<file path="src/rtl/reg_arb_pkg.sv">
// Shared definitions for the register write arbiter.
// Latency: n/a (types and defaults only).
// Backpressure: n/a.
//
// Holds the FSM state encoding and the default WIDTH/NREQ values used by
// the interface, the storage register and the arbiter top.

package reg_arb_pkg;

  localparam int DEF_WIDTH = 8;
  localparam int DEF_NREQ  = 4;

  // Arbiter FSM states; the encoding is fixed so software/debug views of the
  // state bits stay stable across revisions.
  typedef enum logic [1:0] {
    IDLE  = 2'd0,
    GRANT = 2'd1,
    ACK   = 2'd2
  } state_t;

endpackage

</file>
<file path="src/rtl/reg_write_arbiter_if.sv">
// Bundle of requester-side signals for the register write arbiter.
// Latency: n/a (wiring only).
// Backpressure: requesters hold req/wdata until their ack pulse.
//
// Signals:
//   clr   - synchronous clear of the stored value (honoured only in IDLE)
//   req   - per-requester level-sensitive write request
//   wdata - packed write data, requester i owns [i*WIDTH +: WIDTH]
//   grant - registered one-hot grant
//   ack   - registered one-hot, one-cycle write-complete pulse
//   busy  - arbiter is not IDLE
//   q     - current stored register value

interface reg_write_arbiter_if
  import reg_arb_pkg::*;
#(
  parameter int WIDTH = DEF_WIDTH,
  parameter int NREQ  = DEF_NREQ
);

  logic                  clr;
  logic [NREQ-1:0]       req;
  logic [NREQ*WIDTH-1:0] wdata;
  logic [NREQ-1:0]       grant;
  logic [NREQ-1:0]       ack;
  logic                  busy;
  logic [WIDTH-1:0]      q;

  // Requester side drives requests and data.
  modport master (
    output clr,
    output req,
    output wdata,
    input  grant,
    input  ack,
    input  busy,
    input  q
  );

  // Arbiter side.
  modport slave (
    input  clr,
    input  req,
    input  wdata,
    output grant,
    output ack,
    output busy,
    output q
  );

endinterface

</file>
<file path="src/rtl/register_nbit.sv">
// Loadable WIDTH-bit storage register.
// Latency: q follows d one edge after load is sampled high.
// Backpressure: none; load is a plain enable.
//
// Ports:
//   clk   - rising-edge clock
//   load  - capture d on the next edge
//   reset - asynchronous active-low clear to 0
//   d     - next value
//   q     - stored value

module register_nbit
  import reg_arb_pkg::*;
#(
  parameter int WIDTH = DEF_WIDTH
) (
  input  logic             clk,
  input  logic             load,
  input  logic             reset,
  input  logic [WIDTH-1:0] d,
  output logic [WIDTH-1:0] q
);

  logic [WIDTH-1:0] r_q;

  always_ff @(posedge clk or negedge reset) begin
    if (!reset) begin
      r_q <= '0;
    end else if (load) begin
      r_q <= d;
    end
  end

  assign q = r_q;

endmodule

</file>
<file path="src/rtl/reg_write_arbiter.sv">
// Round-robin arbiter granting NREQ requesters write access to one register.
// Latency: grant 1 edge after req is seen in IDLE, q/ack 2 edges after.
// Backpressure: one write per 3 cycles; losers simply keep req held.
//
// Ports:
//   clk   - sole clock, rising edge
//   reset - asynchronous active-low reset
//   bus   - slave side of reg_write_arbiter_if (clr, req, wdata, grant,
//           ack, busy, q)

module reg_write_arbiter
  import reg_arb_pkg::*;
#(
  parameter int WIDTH = DEF_WIDTH,
  parameter int NREQ  = DEF_NREQ
) (
  input  logic                 clk,
  input  logic                 reset,
  reg_write_arbiter_if.slave   bus
);

  localparam int PTR_W = $clog2(NREQ);

  // FSM state and registered outputs
  state_t            r_state;
  state_t            w_state_nxt;
  logic [PTR_W-1:0]  r_ptr;
  logic [PTR_W-1:0]  w_ptr_nxt;
  logic [PTR_W-1:0]  r_idx;
  logic [PTR_W-1:0]  w_idx_nxt;
  logic [NREQ-1:0]   r_grant;
  logic [NREQ-1:0]   w_grant_nxt;
  logic [NREQ-1:0]   r_ack;
  logic [NREQ-1:0]   w_ack_nxt;

  // Storage register control
  logic              w_load;
  logic [WIDTH-1:0]  w_d;
  logic [WIDTH-1:0]  w_q;

  // Priority mux
  logic [WIDTH-1:0]  w_slices [NREQ];
  logic [PTR_W-1:0]  w_cand   [NREQ];
  logic              w_found;
  logic [PTR_W-1:0]  w_sel;
  logic [NREQ-1:0]   w_sel_oh;
  logic [NREQ-1:0]   w_idx_oh;
  logic [PTR_W-1:0]  w_ptr_inc;

  // Unpack the flat write-data bus so the winner's slice is a plain index.
  always_comb begin
    for (int i = 0; i < NREQ; i++) begin
      w_slices[i] = bus.wdata[i*WIDTH +: WIDTH];
    end
  end

  // Search order starts at the pointer and wraps modulo NREQ, so the
  // requester after the last writer has top priority.
  always_comb begin
    for (int k = 0; k < NREQ; k++) begin
      int c;
      c = int'(r_ptr) + k;
      if (c >= NREQ) begin
        c = c - NREQ;
      end
      w_cand[k] = PTR_W'(c);
    end
  end

  always_comb begin
    w_found = 1'b0;
    w_sel   = r_ptr;
    for (int k = 0; k < NREQ; k++) begin
      if (!w_found && bus.req[w_cand[k]]) begin
        w_found = 1'b1;
        w_sel   = w_cand[k];
      end
    end
  end

  always_comb begin
    w_sel_oh        = '0;
    w_sel_oh[w_sel] = 1'b1;
    w_idx_oh        = '0;
    w_idx_oh[r_idx] = 1'b1;
  end

  assign w_ptr_inc = (r_idx == PTR_W'(NREQ - 1)) ? '0 : r_idx + 1'b1;

  // State register
  always_ff @(posedge clk or negedge reset) begin
    if (!reset) begin
      r_state <= IDLE;
      r_ptr   <= '0;
      r_idx   <= '0;
      r_grant <= '0;
      r_ack   <= '0;
    end else begin
      r_state <= w_state_nxt;
      r_ptr   <= w_ptr_nxt;
      r_idx   <= w_idx_nxt;
      r_grant <= w_grant_nxt;
      r_ack   <= w_ack_nxt;
    end
  end

  // Next-state and output decode. grant/ack default low so each is a
  // single-cycle registered pulse; they can never overlap because they are
  // produced in different states.
  always_comb begin
    w_state_nxt = r_state;
    w_ptr_nxt   = r_ptr;
    w_idx_nxt   = r_idx;
    w_grant_nxt = '0;
    w_ack_nxt   = '0;
    w_load      = 1'b0;
    w_d         = w_slices[r_idx];

    case (r_state)
      IDLE: begin
        // clr wins over requests; arbitration waits for the next cycle.
        if (bus.clr) begin
          w_load = 1'b1;
          w_d    = '0;
        end else if (w_found) begin
          w_idx_nxt   = w_sel;
          w_grant_nxt = w_sel_oh;
          w_state_nxt = GRANT;
        end
      end

      GRANT: begin
        // A requester that let go of req during GRANT forfeits the write;
        // ptr is left alone so it keeps its place in the rotation.
        if (bus.req[r_idx]) begin
          w_load      = 1'b1;
          w_ack_nxt   = w_idx_oh;
          w_state_nxt = ACK;
        end else begin
          w_state_nxt = IDLE;
        end
      end

      ACK: begin
        w_ptr_nxt   = w_ptr_inc;
        w_state_nxt = IDLE;
      end

      default: begin
        w_state_nxt = IDLE;
      end
    endcase
  end

  register_nbit #(
    .WIDTH (WIDTH)
  ) u_register_nbit (
    .clk   (clk),
    .load  (w_load),
    .reset (reset),
    .d     (w_d),
    .q     (w_q)
  );

  assign bus.grant = r_grant;
  assign bus.ack   = r_ack;
  assign bus.busy  = (r_state != IDLE);
  assign bus.q     = w_q;

endmodule

</file>
<file path="src/flat_wrapper.sv">
// flat-port wrapper written by rule: the top's interface ports become plain ports
module reg_write_arbiter_flat import reg_arb_pkg::*;
#(
  parameter int WIDTH = DEF_WIDTH,
  parameter int NREQ  = DEF_NREQ
)
  (clk, reset, bus_clr, bus_req, bus_wdata, bus_grant, bus_ack, bus_busy, bus_q);
  reg_write_arbiter_if #(.WIDTH(WIDTH), .NREQ(NREQ)) bus_i ();
  input  logic clk;
  input  logic reset;
  input wire logic [$bits(bus_i.clr)-1:0] bus_clr;
  input wire logic [$bits(bus_i.req)-1:0] bus_req;
  input wire logic [$bits(bus_i.wdata)-1:0] bus_wdata;
  output wire logic [$bits(bus_i.grant)-1:0] bus_grant;
  output wire logic [$bits(bus_i.ack)-1:0] bus_ack;
  output wire logic [$bits(bus_i.busy)-1:0] bus_busy;
  output wire logic [$bits(bus_i.q)-1:0] bus_q;
  assign bus_i.clr = bus_clr;
  assign bus_i.req = bus_req;
  assign bus_i.wdata = bus_wdata;
  assign bus_grant = bus_i.grant;
  assign bus_ack = bus_i.ack;
  assign bus_busy = bus_i.busy;
  assign bus_q = bus_i.q;
  reg_write_arbiter #(.WIDTH(WIDTH), .NREQ(NREQ)) u_core (.clk(clk), .reset(reset), .bus(bus_i));
endmodule
</file>
<file path="config.mk">
export PLATFORM = sky130hd
export DESIGN_NAME = reg_write_arbiter_flat
export DESIGN_NICKNAME = d
export VERILOG_FILES = /design/src/rtl/reg_arb_pkg.sv /design/src/rtl/reg_write_arbiter_if.sv /design/src/rtl/register_nbit.sv /design/src/rtl/reg_write_arbiter.sv /design/src/flat_wrapper.sv
export SDC_FILE = /design/constraint.sdc
export NUM_CORES = 1
export LEC_CHECK = 0
export ABC_CLOCK_PERIOD_IN_PS = 2340
export CELL_PAD_IN_SITES_DETAIL_PLACEMENT = 1
export CELL_PAD_IN_SITES_GLOBAL_PLACEMENT = 2
export CORE_ASPECT_RATIO = 2
export CORE_MARGIN = 2
export CORE_UTILIZATION = 26
export DETAILED_ROUTE_END_ITERATION = 10
export PLACE_DENSITY = 0.83
export SETUP_SLACK_MARGIN = 0.4
export SLEW_MARGIN = 15
export SYNTH_ARGS = -nofsm -noshare
export SYNTH_HDL_FRONTEND = slang
export SYNTH_HIERARCHICAL = 1
export SYNTH_SLANG_ARGS = --single-unit
</file>
<file path="constraint.sdc">
create_clock -name clk -period 2.34 [get_ports clk]
set_clock_uncertainty 0.2 [all_clocks]
set_input_delay 0.351 -clock clk [delete_from_list [all_inputs] [get_ports clk]]
set_output_delay 0.351 -clock clk [all_outputs]
set_load 0.02 [all_outputs]
</file>
==> results of run 1 <==
-- worst max-delay path, stage by stage, from the launching register on --
cell and delay, ns:
dfrtp_2 0.47, mux2i_2 0.19, a2111oi_4 0.36, or2_4 0.29, mux2_4 0.31
-- cells by family (layout without fill, tap and decap cells) --
family | count (synthesis) | after routing | share of synthesized area, %
simple gates | 33 | 33 | 16.12
flops | 22 | 22 | 43.52
mux | 20 | 20 | 27.20
buf+inv | 8 | 76 | 3.461
compound gates | 7 | 7 | 5.738
fa+ha+maj | 4 | 4 | 3.957
-- stage by stage --
stage	total power, uW	worst slack, ns	utilization (%)	cell area (um2)
2_1_floorplan	1395	0.4164	-	1274
3_3_place_gp	1808	-0.09436	40.78	1947
3_5_place_dp	1840	-0.1937	40.78	1947
4_1_cts	2139	0.3783	42.19	2014
5_1_grt	2263	0.3363	42.35	2022
6_report	2117	0.4105	42.35	2022
-- report_power, final --
group / total [uW] / internal [uW] / switching [uW]
Sequential: 649 / 518 / 132
Clock: 271 / 150 / 121
Combinational: 1200 / 705 / 492
Total: 2120 / 1370 / 745
-- per-layer routing --
metal  GRT usage [%]  wire length [um]  vias up
li1                -                 -      476
met2           22.13              1710       42
met5               0                 0        -
met1           14.88              1256      511
met3           2.319               286        2
met4           3.550                14        0
-- cell usage in the layout (no fill, tap or decap), types with 3 or more instances in the layout --
| cell type | count |
|---|---|
| clkbuf_8 | 4 |
| nand2_1 | 4 |
| mux4_2 | 8 |
| and2_1 | 4 |
| dlygate4sd2_1 | 4 |
| buf_4 | 12 |
| inv_1 | 4 |
| mux2_4 | 8 |
| ha_1 | 4 |
| nor2b_1 | 11 |
| mux2_2 | 3 |
| dfrtp_1 | 20 |
| clkdlybuf4s50_1 | 51 |
-- sequential cells by signal (all words and copies together) (netlist names) --
register / cells
u_core/r_state: 2
u_core/r_ptr: 2
u_core/bus.grant: 4
u_core/r_idx: 2
u_core/u_register_nbit/q: 8
u_core/bus.ack: 4
-- layout make-up --
cell class | count | area [um2] | area share [%]
flip-flops and latches | 22 | 553.0 | 27.35
repair buffers | 67 | 635.6 | 31.44
multi-input cells | 64 | 686.9 | 33.97
inverters | 5 | 20.02 | 0.9901
well taps | 57 | 71.32 | 3.527
clock buffers | 4 | 55.05 | 2.723
-- repair_timing --
action	CTS	global route
gates resized for setup	8	0
cloned	0	0
buffers inserted	1	1
pin swaps	3	1
hold buffers	0	0
endpoints found under the setup margin	9	8
-- worst min path at each step --
| stage | start | end |
|---|---|---|
| after floorplan | reset | u_core/bus.ack[0] |
| after global placement | u_core/u_register_nbit/q[7] | u_core/u_register_nbit/q[7] |
| after detailed placement | u_core/u_register_nbit/q[1] | u_core/u_register_nbit/q[1] |
| after CTS | reset | u_core/bus.grant[1] |
| after global routing | reset | u_core/bus.grant[1] |
| final | reset | u_core/u_register_nbit/q[7] |
==> out/qor.csv, run 1 <==
metric;value;unit
synth_area;0.001265;mm2
fin_cells;219;
layout_worst_path_cycle_share;82.46;%
drive_gt1_share;28.40;%
synth_warnings;6;
antenna_left;0;
yosysTopAreaCellShare;43.52;%
crit_path_start;u_core/r_idx[0];
hpwl;2.641;mm
drv_slew;0;
drt-pass1-iter-count;4;
grt_max_degree;23;
hold_viol_final;0;
ys_ff_latch;22;
layout_min_cycle_time;1.929;ns
endpoint;u_core/u_register_nbit/q[4];
synth_nets;137;
r2r_cells;4;
cp-start-kind;register;
async_reset_ff_share;100.0;%
io_pins;56;
worst_setup_path_end_kind;register;
grt_use_total;12.49;%
synth_top_flop_cell;dfrtp_1;
wire_per_inst;14.92;um
clkLatencyLatePin;0.26;ns
yosysSeqAreaShare;43.52;%
core;0.004775;mm2
syn_to_final_growth;59.84;%
synth_commonest_cells;dfrtp_1 (22), nor2b_1 (12), mux2_4 (8), mux4_2 (8);
cts_root_buffer;clkbuf_8;
rsz0062_at_grt;yes;
grt_antenna_before_repair;0;
overflow;0;
reg2reg_setup_slack;0.41;ns
std_cell_rows;36;
synth_cell_type_count;31;
cts.sinks;22;
yosys.area.top_type;dfrtp_1;
maxSlewHeadroom;78.57;%
hold_class;in -> async;
initial_core_util;26.49;%
grt_pass1_vias;1096;
via_per_inst;4.708;
tritoncts.num_buffers;3;
cts_tree;yes;
grt_first_pass_wirelength;5.057;mm
nets;206;
place.gp.congestion;0.7374;
tightest_slew;0.3214;ns
syn_area_per_cell;13.46;um2
synth_edf_count;0;
fillCellCount;554;
powerDensity;1047;mW/mm2
synth_area_leaders;dfrtp_1 (44%), mux4_2 (14%), mux2_4 (9.5%);
fmax;518.3;MHz
dpl.cell_count;213;
drv_cap;0;
r2r-end;u_core/u_register_nbit/q[4];
fp.dieW;53.32;um
ir_drop;0.4393;mV
io_buffers;55;
clock_path_buffers;2;
path_clk_slew;0.08;ns
wl;3.268;mm
tns;0;ns
critical_path.max_fanout;8;
setup_violations;0;
post-route-drc-count;0;
die_h;102.6;um
fp.dieArea;0.005473;mm2
vias;1031;
synthCells;94;
h-tree-depth;1;
status;complete, no violations;
p_leak;0.0008648;uW
crit_arrival;1.88;ns
r2r-start;u_core/r_idx[0];
fin_hold_ws;0.2367;ns
synth_most_common_cell;dfrtp_1;
critical_path_class;reg -> reg;
diodes;0;
cp.required;2.29;ns
drtIter0Drc;9;
No activity file was read; power rests on OpenSTA's default activity.
==> inputs of run 2 (changes only) <==
--- a/config.mk
+++ b/config.mk
@@ -5,14 +5,14 @@
 export SDC_FILE = /design/constraint.sdc
 export NUM_CORES = 1
 export LEC_CHECK = 0
-export ABC_CLOCK_PERIOD_IN_PS = 2340
+export ABC_CLOCK_PERIOD_IN_PS = 1600
 export CELL_PAD_IN_SITES_DETAIL_PLACEMENT = 1
 export CELL_PAD_IN_SITES_GLOBAL_PLACEMENT = 2
 export CORE_ASPECT_RATIO = 2
 export CORE_MARGIN = 2
-export CORE_UTILIZATION = 26
+export CORE_UTILIZATION = 23
 export DETAILED_ROUTE_END_ITERATION = 10
-export PLACE_DENSITY = 0.83
+export PLACE_DENSITY = 0.78
 export SETUP_SLACK_MARGIN = 0.4
 export SLEW_MARGIN = 15
 export SYNTH_ARGS = -nofsm -noshare
==> constraint.sdc (replaced) <==
create_clock -name clk -period 1.6 [get_ports clk]
set_clock_uncertainty 0.2 [all_clocks]
set_input_delay 0.24 -clock clk [delete_from_list [all_inputs] [get_ports clk]]
set_output_delay 0.24 -clock clk [all_outputs]
set_load 0.02 [all_outputs]
==> run 2 against run 1 <==
Effect of this change: the flow now finishes with violations (negative setup slack); register-to-register slack lost 0.74 ns; cell count increased by 8.2%; sequential share of layout area down 2.6 points; non-clock buffer count rose by 15; critical endpoint is now u_core/u_register_nbit/q[7]; die area grew 12%; critical path depth unchanged; largest cell class is now non-clock buffers; cell area up 11%; critical path type unchanged.
==> out/qor.csv, run 2 (synthesis gave the netlist of run 1 again) <==
metric;value;unit
ir_drop;0.7282;mV
p_comb_share;63.6;%
path_clk_slew;0.07;ns
tns;-3.069;ns
layout_commonest_cell;clkdlybuf4s50_1;
maxSlewHeadroom;81.10;%
p_leak;0.0009925;uW
worst_setup_path_end_kind;register;
critical_path.max_fanout;8;
clock_path_buffers;2;
crit_arrival;1.86;ns
tightest_slew;0.2835;ns
std_cell_rows;38;
grt_pass1_vias;1179;
fin_hold_ws;0.1373;ns
place.gp.congestion;0.7359;
timing.final.ws_setup;-0.3256;ns
io_buffers;55;
wl;3.774;mm
wire_per_inst;15.92;um
largest_register_ff_count;8;
violations;negative setup slack;
max_stage_delay;0.53;ns
r2r-start;u_core/r_idx[0];
critical_path_class;reg -> reg;
hold_class;in -> async;
hold_viol_final;0;
internal_power;2286;uW
clkPwrFrac;9.5;%
core;0.005373;mm2
fp.dieArea;0.006145;mm2
grt_first_pass_wirelength;5.968;mm
antenna_left;0;
layout_worst_path_cycle_share;120.4;%
drive_gt1_share;47.46;%
nets;221;
vias;1082;
clkLatencyLatePin;0.25;ns
layout_min_cycle_time;1.926;ns
critical-path-slowest-cell;mux4_2;
placed_area;0.002008;mm2
fmax;519.3;MHz
grt_use_total;12.65;%
cts_root_buffer;clkbuf_8;
path_cells;buf_4 > mux4_2 > nor2b_1 > mux2_4;
holdBufCountCts;0;
syn_to_final_growth;76.95;%
r2r-end;u_core/u_register_nbit/q[7];
h-tree-depth;1;
swShare;34.91;%
seq_power_share;26.8;%
grt_antenna_before_repair;0;
grt_max_degree;23;
cp-start-kind;register;
final_area;0.002238;mm2
hpwl;3.035;mm
p_total;3512;uW
initial_core_util;23.54;%
most-common-layout-cells;clkdlybuf4s50_1 (38), buf_6 (21), buf_4 (21);
tritoncts.num_buffers;3;
via_per_inst;4.565;
drtIter0Drc;21;
reg2reg_setup_slack;-0.33;ns
post-route-drc-count;0;
rsz0062_at_grt;yes;
drv_slew;0;
die_h;108.9;um
drv_cap;0;
cts.sinks;22;
p_switching;1226;uW
status;finished, violations left;
cp.required;1.54;ns
setup_violations;16;
fp.dieW;56.44;um
cts_tree;yes;
overflow;0;
diodes;0;
drt-pass1-iter-count;3;
powerDensity;1569;mW/mm2
io_pins;56;
r2r_cells;4;
fillCellCount;588;
## run 2: cell count changes in the layout (fill, tap and decap cells not counted), sizes merged
cell / change
buf: +32
clkdlybuf4s50: -13
dlygate4sd2: -4
## run 2: critical path: cells and delay by family, from the launching register on
kind                   cells  cell delay (ns)
AND/OR/NAND/NOR            1             0.16
buffers and inverters      1             0.23
multiplexers               2             0.79
flip-flops                 1             0.43
## run 2: power by group through the flow
stage	Combinational, uW	Clock (uW)	Sequential [uW]
floorplan	986	0	1060
global placement	1840	0	910
detailed placement	1910	0	917
CTS	2210	358	927
global route	2390	392	967
finish	2230	334	943
## run 2: through the flow
step / setup WS (ns) / util, % / std cells
2_1_floorplan: -0.3207 / - / 94
3_3_place_gp: -0.5517 / 37.38 / 222
3_5_place_dp: -0.6080 / 37.38 / 222
4_1_cts: -0.3169 / 41.10 / 235
5_1_grt: -0.4013 / 41.66 / 237
6_report: -0.3256 / 41.66 / 237
## run 2: how the worst max path moves through the flow
| stage | to | startpoint | slack [ns] | depth (start not counted) |
|---|---|---|---|---|
| floorplan | u_core/u_register_nbit/q[0] | u_core/r_idx[0] | -0.32 | 5 |
| global placement | u_core/u_register_nbit/q[1] | bus_req[3] | -0.55 | 6 |
| detailed placement | u_core/u_register_nbit/q[5] | bus_req[3] | -0.61 | 6 |
| CTS | u_core/u_register_nbit/q[5] | u_core/r_idx[0] | -0.32 | 5 |
| global route | u_core/u_register_nbit/q[0] | u_core/r_idx[0] | -0.40 | 5 |
| finish | u_core/u_register_nbit/q[7] | u_core/r_idx[0] | -0.33 | 4 |
## run 2: repair_timing
item | 4_1_cts | 5_1_grt
endpoints found under the setup margin | 39 | 39
setup buffers | 9 | 2
resized for setup | 119 | 5
pin swaps | 7 | 3
## run 2: layout make-up
| cell class | count | area, um2 | area share (%) |
|---|---|---|---|
| repair buffers | 82 | 809.5 | 36.17 |
| multi-input cells | 64 | 732.0 | 32.70 |
| flip-flops and latches | 22 | 553.0 | 24.71 |
| well taps | 60 | 75.07 | 3.354 |
| clock buffers | 4 | 45.04 | 2.012 |
| inverters | 5 | 23.77 | 1.062 |
## run 2: routing by layer
metal / global-route usage [%] / part of all wire (%) / vias up
met3: 2.610 / 7.3 / 4
met1: 12.38 / 35 / 524
met2: 25.42 / 56 / 52
met5: 0 / 0 / -
met4: 3.912 / 1.1 / 0
li1: - / - / 502
==> inputs of run 3 (changes only) <==
--- a/config.mk
+++ b/config.mk
@@ -11,6 +11,7 @@
 export CORE_ASPECT_RATIO = 2
 export CORE_MARGIN = 2
 export CORE_UTILIZATION = 23
+export CTS_CLUSTER_SIZE = 24
 export DETAILED_ROUTE_END_ITERATION = 10
 export PLACE_DENSITY = 0.78
 export SETUP_SLACK_MARGIN = 0.4
==> results of run 3 <==
Same layout as run 2: the final DEF is identical, and so are final timing and power.
